==> config.mk <==
export PLATFORM = sky130hd
export DESIGN_NAME = rr_arb16
export DESIGN_NICKNAME = d
export VERILOG_FILES = /design/src/rtl/rr_arb16_pkg.sv /design/src/rtl/rr_arb16_onehot_n_dec.sv /design/src/rtl/rr_arb16.sv
export SDC_FILE = /design/constraint.sdc
export NUM_CORES = 1
export LEC_CHECK = 0
export CAP_MARGIN = 40
export CORE_AREA = 2 2 109 111
export CTS_CLUSTER_DIAMETER = 100
export CTS_CLUSTER_SIZE = 40
export DETAILED_ROUTE_END_ITERATION = 12
export DIE_AREA = 0 0 111 113
export DONT_BUFFER_PORTS = 1
export PLACE_DENSITY = 0.43
export SKIP_CTS_REPAIR_TIMING = 1
export SLEW_MARGIN = 10
export SYNTH_ARGS = -nofsm -noshare
export SYNTH_HDL_FRONTEND = slang
export SYNTH_SLANG_ARGS = --single-unit
==> constraint.sdc <==
create_clock -name clk -period 6.04 [get_ports clk]
set_input_delay 1.812 -clock clk [delete_from_list [all_inputs] [get_ports clk]]
set_output_delay 1.812 -clock clk [all_outputs]
set_load 0.01 [all_outputs]
==> src/rtl/rr_arb16_pkg.sv <==
// rtl/rr_arb16_pkg.sv - shared sizes, FSM state type and round-robin search for rr_arb16
package rr_arb16_pkg;

  localparam int NREQ        = 16;
  localparam int IDW         = 4;
  localparam int TIMEOUT_DEF = 16;

  typedef enum logic {
    IDLE  = 1'b0,
    GRANT = 1'b1
  } state_t;

  // First set request at or above ptr, wrapping from NREQ-1 back to 0.
  function automatic logic [IDW-1:0] rr_pick(input logic [NREQ-1:0] req,
                                             input logic [IDW-1:0]  ptr);
    logic [IDW-1:0] w_idx;
    logic [IDW-1:0] w_sel;
    logic           w_found;
    w_sel   = '0;
    w_found = 1'b0;
    for (int k = 0; k < NREQ; k++) begin
      w_idx = ptr + IDW'(k);
      if (!w_found && req[w_idx]) begin
        w_sel   = w_idx;
        w_found = 1'b1;
      end
    end
    return w_sel;
  endfunction

endpackage

==> src/rtl/rr_arb16_onehot_n_dec.sv <==
// rtl/rr_arb16_onehot_n_dec.sv - 4-to-16 active-low one-hot decoder with active-low enable
module onehot_n_dec
  import rr_arb16_pkg::*;
(
  input  logic [IDW-1:0]  i_sel,
  input  logic            i_en_n,
  output logic [NREQ-1:0] o_dec_n
);

  always_comb begin
    o_dec_n = '1;
    if (!i_en_n) o_dec_n[i_sel] = 1'b0;
  end

endmodule

==> src/rtl/rr_arb16.sv <==
// rtl/rr_arb16.sv - 16-way round-robin lock-until-release arbiter
// Optional hold timeout compiled in with `define RR_ARB16_TIMEOUT_EN (adds timeout_o).
module rr_arb16
  import rr_arb16_pkg::*;
#(
  parameter int TIMEOUT = TIMEOUT_DEF
) (
  input  logic            clk,
  input  logic            reset,
  input  logic            en_n,
  input  logic [NREQ-1:0] req,
  output logic [NREQ-1:0] gnt_n,
  output logic [IDW-1:0]  gnt_id,
  output logic            gnt_valid
`ifdef RR_ARB16_TIMEOUT_EN
  ,
  output logic            timeout_o
`endif
);

  state_t         r_state;
  logic [IDW-1:0] r_ptr;
  logic [IDW-1:0] r_gnt_id;
  logic [IDW-1:0] w_pick;
  logic           w_start;
  logic           w_release;
  logic           w_dec_en_n;

  assign w_pick  = rr_pick(req, r_ptr);
  assign w_start = (r_state == IDLE) && !en_n && (req != '0);

`ifdef RR_ARB16_TIMEOUT_EN
  logic [4:0] r_cnt;
  logic       r_timeout;
  logic       w_expire;

  assign w_expire  = (r_cnt == 5'(TIMEOUT));
  assign w_release = w_expire || !req[r_gnt_id];

  // r_cnt is 1 in the first grant cycle, so TIMEOUT grant cycles elapse before w_expire.
  always_ff @(posedge clk or posedge reset) begin
    if (reset) begin
      r_cnt     <= '0;
      r_timeout <= 1'b0;
    end else begin
      r_timeout <= (r_state == GRANT) && w_expire;
      if (r_state == IDLE)
        r_cnt <= w_start ? 5'd1 : 5'd0;
      else if (w_release)
        r_cnt <= '0;
      else
        r_cnt <= r_cnt + 5'd1;
    end
  end

  assign timeout_o = r_timeout;
`else
  logic w_unused_timeout;

  assign w_unused_timeout = (TIMEOUT != 0);
  assign w_release        = !req[r_gnt_id];
`endif

  // Leaving GRANT always lands in IDLE, which gives the mandatory turnaround cycle.
  always_ff @(posedge clk or posedge reset) begin
    if (reset) begin
      r_state  <= IDLE;
      r_ptr    <= '0;
      r_gnt_id <= '0;
    end else begin
      case (r_state)
        IDLE: begin
          if (w_start) begin
            r_state  <= GRANT;
            r_gnt_id <= w_pick;
            r_ptr    <= w_pick + 4'd1;
          end
        end
        GRANT: begin
          if (w_release) begin
            r_state  <= IDLE;
            r_gnt_id <= '0;
          end
        end
        default: begin
          r_state  <= IDLE;
          r_gnt_id <= '0;
        end
      endcase
    end
  end

  assign gnt_valid  = (r_state == GRANT);
  assign gnt_id     = r_gnt_id;
  assign w_dec_en_n = ~gnt_valid;

  onehot_n_dec u_dec (
    .i_sel   (r_gnt_id),
    .i_en_n  (w_dec_en_n),
    .o_dec_n (gnt_n)
  );

endmodule

==> flow_summary.json <==
{
  "cts.sinks": 9,
  "synth_nets": 338,
  "drive_above_1_share_pct": 21.31,
  "coreArea_um2": 11270,
  "mostFrequentLayoutCells": "34 x nand2_1, 24 x mux4_2, 22 x nor2_1, 19 x mux2i_1, 15 x o21ai_0",
  "worstSetupEndpointType": "flop",
  "ant_nets": 0,
  "clockBufferDepth": 2,
  "wirelength_um": 9000,
  "holdPathEnd": "gnt_valid$_DFF_PP0_",
  "crit_fanout": 7,
  "viasPerCell": 5.958,
  "grt_pass1_wl_um": 14390,
  "num_rows": 39,
  "die_h_um": 113,
  "crit_type": "primary input to flop",
  "cp-start-kind": "primary input",
  "ios": 40,
  "synth_top_area_share_pct": 19.36,
  "clk_pin_slew_ns": 0.04,
  "synth_top_flop_cell": "dfrtp_1",
  "yosys-top-cells-area": "mux4_2 19%, dfrtp_1 8.1%, mux2i_1 6.8%, nand2_1 4.6%, mux2_2 4.4%",
  "dpl.hpwl_um": 6963,
  "dieWidth_um": 111,
  "area_growth_pct": 8.158,
  "grt_max_degree": 29,
  "r2r_start": "r_ptr[0]$_DFFE_PP0P_",
  "hold_depth": 2,
  "dr.pass1.iters": 4,
  "hp-class": "flop to flop",
  "seq_area_um2": 225.2,
  "arrival_ns": 5.08,
  "post-route-period-util_pct": 82.65,
  "drtIter0Drc": 192,
  "cts_buffers": 3,
  "ys_seq_area_share_pct": 8.068,
  "syn-mean-instance-area_um2": 8.976,
  "dieArea_um2": 12540,
  "fin_area_um2": 3019,
  "synth_edf_count": 0,
  "finalMaxSlewViolations": 0,
  "mostFrequentLayoutCell": "nand2_1",
  "hold_ws_ns": 0.6632,
  "crit-reg2reg-capture": "r_ptr[2]$_DFFE_PP0P_",
  "cap_viol_max_count": 0,
  "remaining_drc_errors": 0,
  "setup_viol": 0,
  "synth_cells": 311,
  "synth-seq-cells": 9,
  "grt_overflow": 0,
  "fin_nets": 333,
  "hold_start": "gnt_valid$_DFF_PP0_",
  "diodes": 0,
  "drt-wirelength-per-cell_um": 20.09,
  "maxSlewHeadroom_pct": 40.97,
  "status": "completed",
  "timing.fmax_mhz": 200.3,
  "grt_antenna_before_repair": 0,
  "cts_root_buf": "clkbuf_16",
  "grt_setup_unrepaired": "no",
  "via_count": 2669,
  "clock_skew_ns": 0.002898,
  "cts_tree": "yes",
  "finalCriticalPeriod_ns": 4.992,
  "nFillCells": 1212,
  "r2r_slack_ns": 1.13,
  "clock_latency_ns": 0.24,
  "syn-cell-area_um2": 2791,
  "async_reset_ff_share_pct": 100.0,
  "start_util_pct": 24.76,
  "place_area_um2": 2939,
  "required_ns": 6.13,
  "grt_pass1_vias": 2583,
  "postLayoutCoreUtil_pct": 26.78,
  "rr_worst_depth": 15,
  "tightest_slew_ns": 0.8608,
  "finalSetupTns_ns": 0,
  "hold_viol": 0,
  "yosys.area.top_type": "mux4_2",
  "multi_input_area_um2": 2421,
  "place_congestion": 0.7981,
  "io_buffers": 0,
  "grt_util_all_layers_pct": 13.99,
  "ys.warnings.count": 0,
  "synthDistinctLibCells": 67,
  "htreeDepth": 1
}
-- final cells by class --
| class | instances | share of cell area (%) |
|---|---|---|
| clock inverters | 1 | 0.1658 |
| well taps | 143 | 5.926 |
| repair buffers | 8 | 2.652 |
| inverters | 9 | 1.119 |
| flip-flops and latches | 9 | 7.460 |
| multi-input cells | 275 | 80.19 |
| clock buffers | 3 | 2.487 |
-- through the flow --
step	setup slack, ns	std cells
after floorplan	1.404	311
after CTS	1.080	448
after detailed placement	0.8499	444
after global placement	0.8382	443
after global routing	0.7387	448
final	1.048	448
-- cell usage after synthesis (all sizes together), types with 2 or more instances --
| library cell | n |
|---|---|
| a211o | 2 |
| a211oi | 6 |
| a21oi | 13 |
| a221o | 2 |
| a221oi | 5 |
| a22o | 2 |
| a22oi | 2 |
| a32oi | 3 |
| and3 | 4 |
| and4 | 3 |
| buf | 10 |
| clkbuf | 8 |
| dfrtp | 9 |
| ha | 8 |
| inv | 9 |
| mux2 | 15 |
| mux2i | 22 |
| mux4 | 28 |
| nand2 | 34 |
| nand2b | 4 |
| nand3 | 12 |
| nand3b | 3 |
| nor2 | 22 |
| nor2b | 3 |
| nor3 | 9 |
| nor3b | 2 |
| nor4 | 8 |
| o211ai | 2 |
| o21ai | 17 |
| o21bai | 3 |
| o22ai | 3 |
| o311a | 4 |
| o41ai | 2 |
| xnor2 | 7 |
| xor2 | 6 |
-- registers in the layout, indices dropped and copies added (netlist names) --
register / cells
gnt_id: 4
r_ptr: 4
gnt_valid: 1
-- worst max path at each step --
stage	start	end	slack, ns	cells after the start
after floorplan	req[7]	r_ptr[2]$_DFFE_PP0P_	1.40	11
after global placement	req[5]	r_ptr[2]$_DFFE_PP0P_	0.84	11
after detailed placement	req[5]	r_ptr[2]$_DFFE_PP0P_	0.85	11
after CTS	r_ptr[0]$_DFFE_PP0P_	r_ptr[2]$_DFFE_PP0P_	1.08	15
after global routing	r_ptr[0]$_DFFE_PP0P_	r_ptr[2]$_DFFE_PP0P_	0.74	15
final	req[5]	r_ptr[2]$_DFFE_PP0P_	1.05	11
-- worst max-delay path, cell delays in order --
cell and delay [ns]:
mux4_2 0.51, mux2i_1 0.40, mux2i_1 0.33, or4b_4 0.58, nor3_2 0.34, a32oi_1 0.23
nor3_1 0.36, inv_1 0.08, ha_1 0.19, xnor2_1 0.15, mux2i_1 0.09
-- logic make-up after synthesis --
kind of cell,share of synthesized area (%)
simple gates,21.25
buf+inv,5.199
fa+ha+maj,3.586
xor+xnor,4.079
compound gates,19.81
flops,8.068
mux,38.01
-- routing by layer --
metal  routed length [um]  vias up  GRT usage (%)
li1                     -     1234              -
met1                 3934     1337          18.16
met2                 4609       94          25.64
met3                  410        4          1.393
met4                   46        0          2.333
met5                    0        -              0
Power is left out: the tool's default activity adds up to more than one toggle a clock period on the data nets, which glitch-free logic cannot reach.
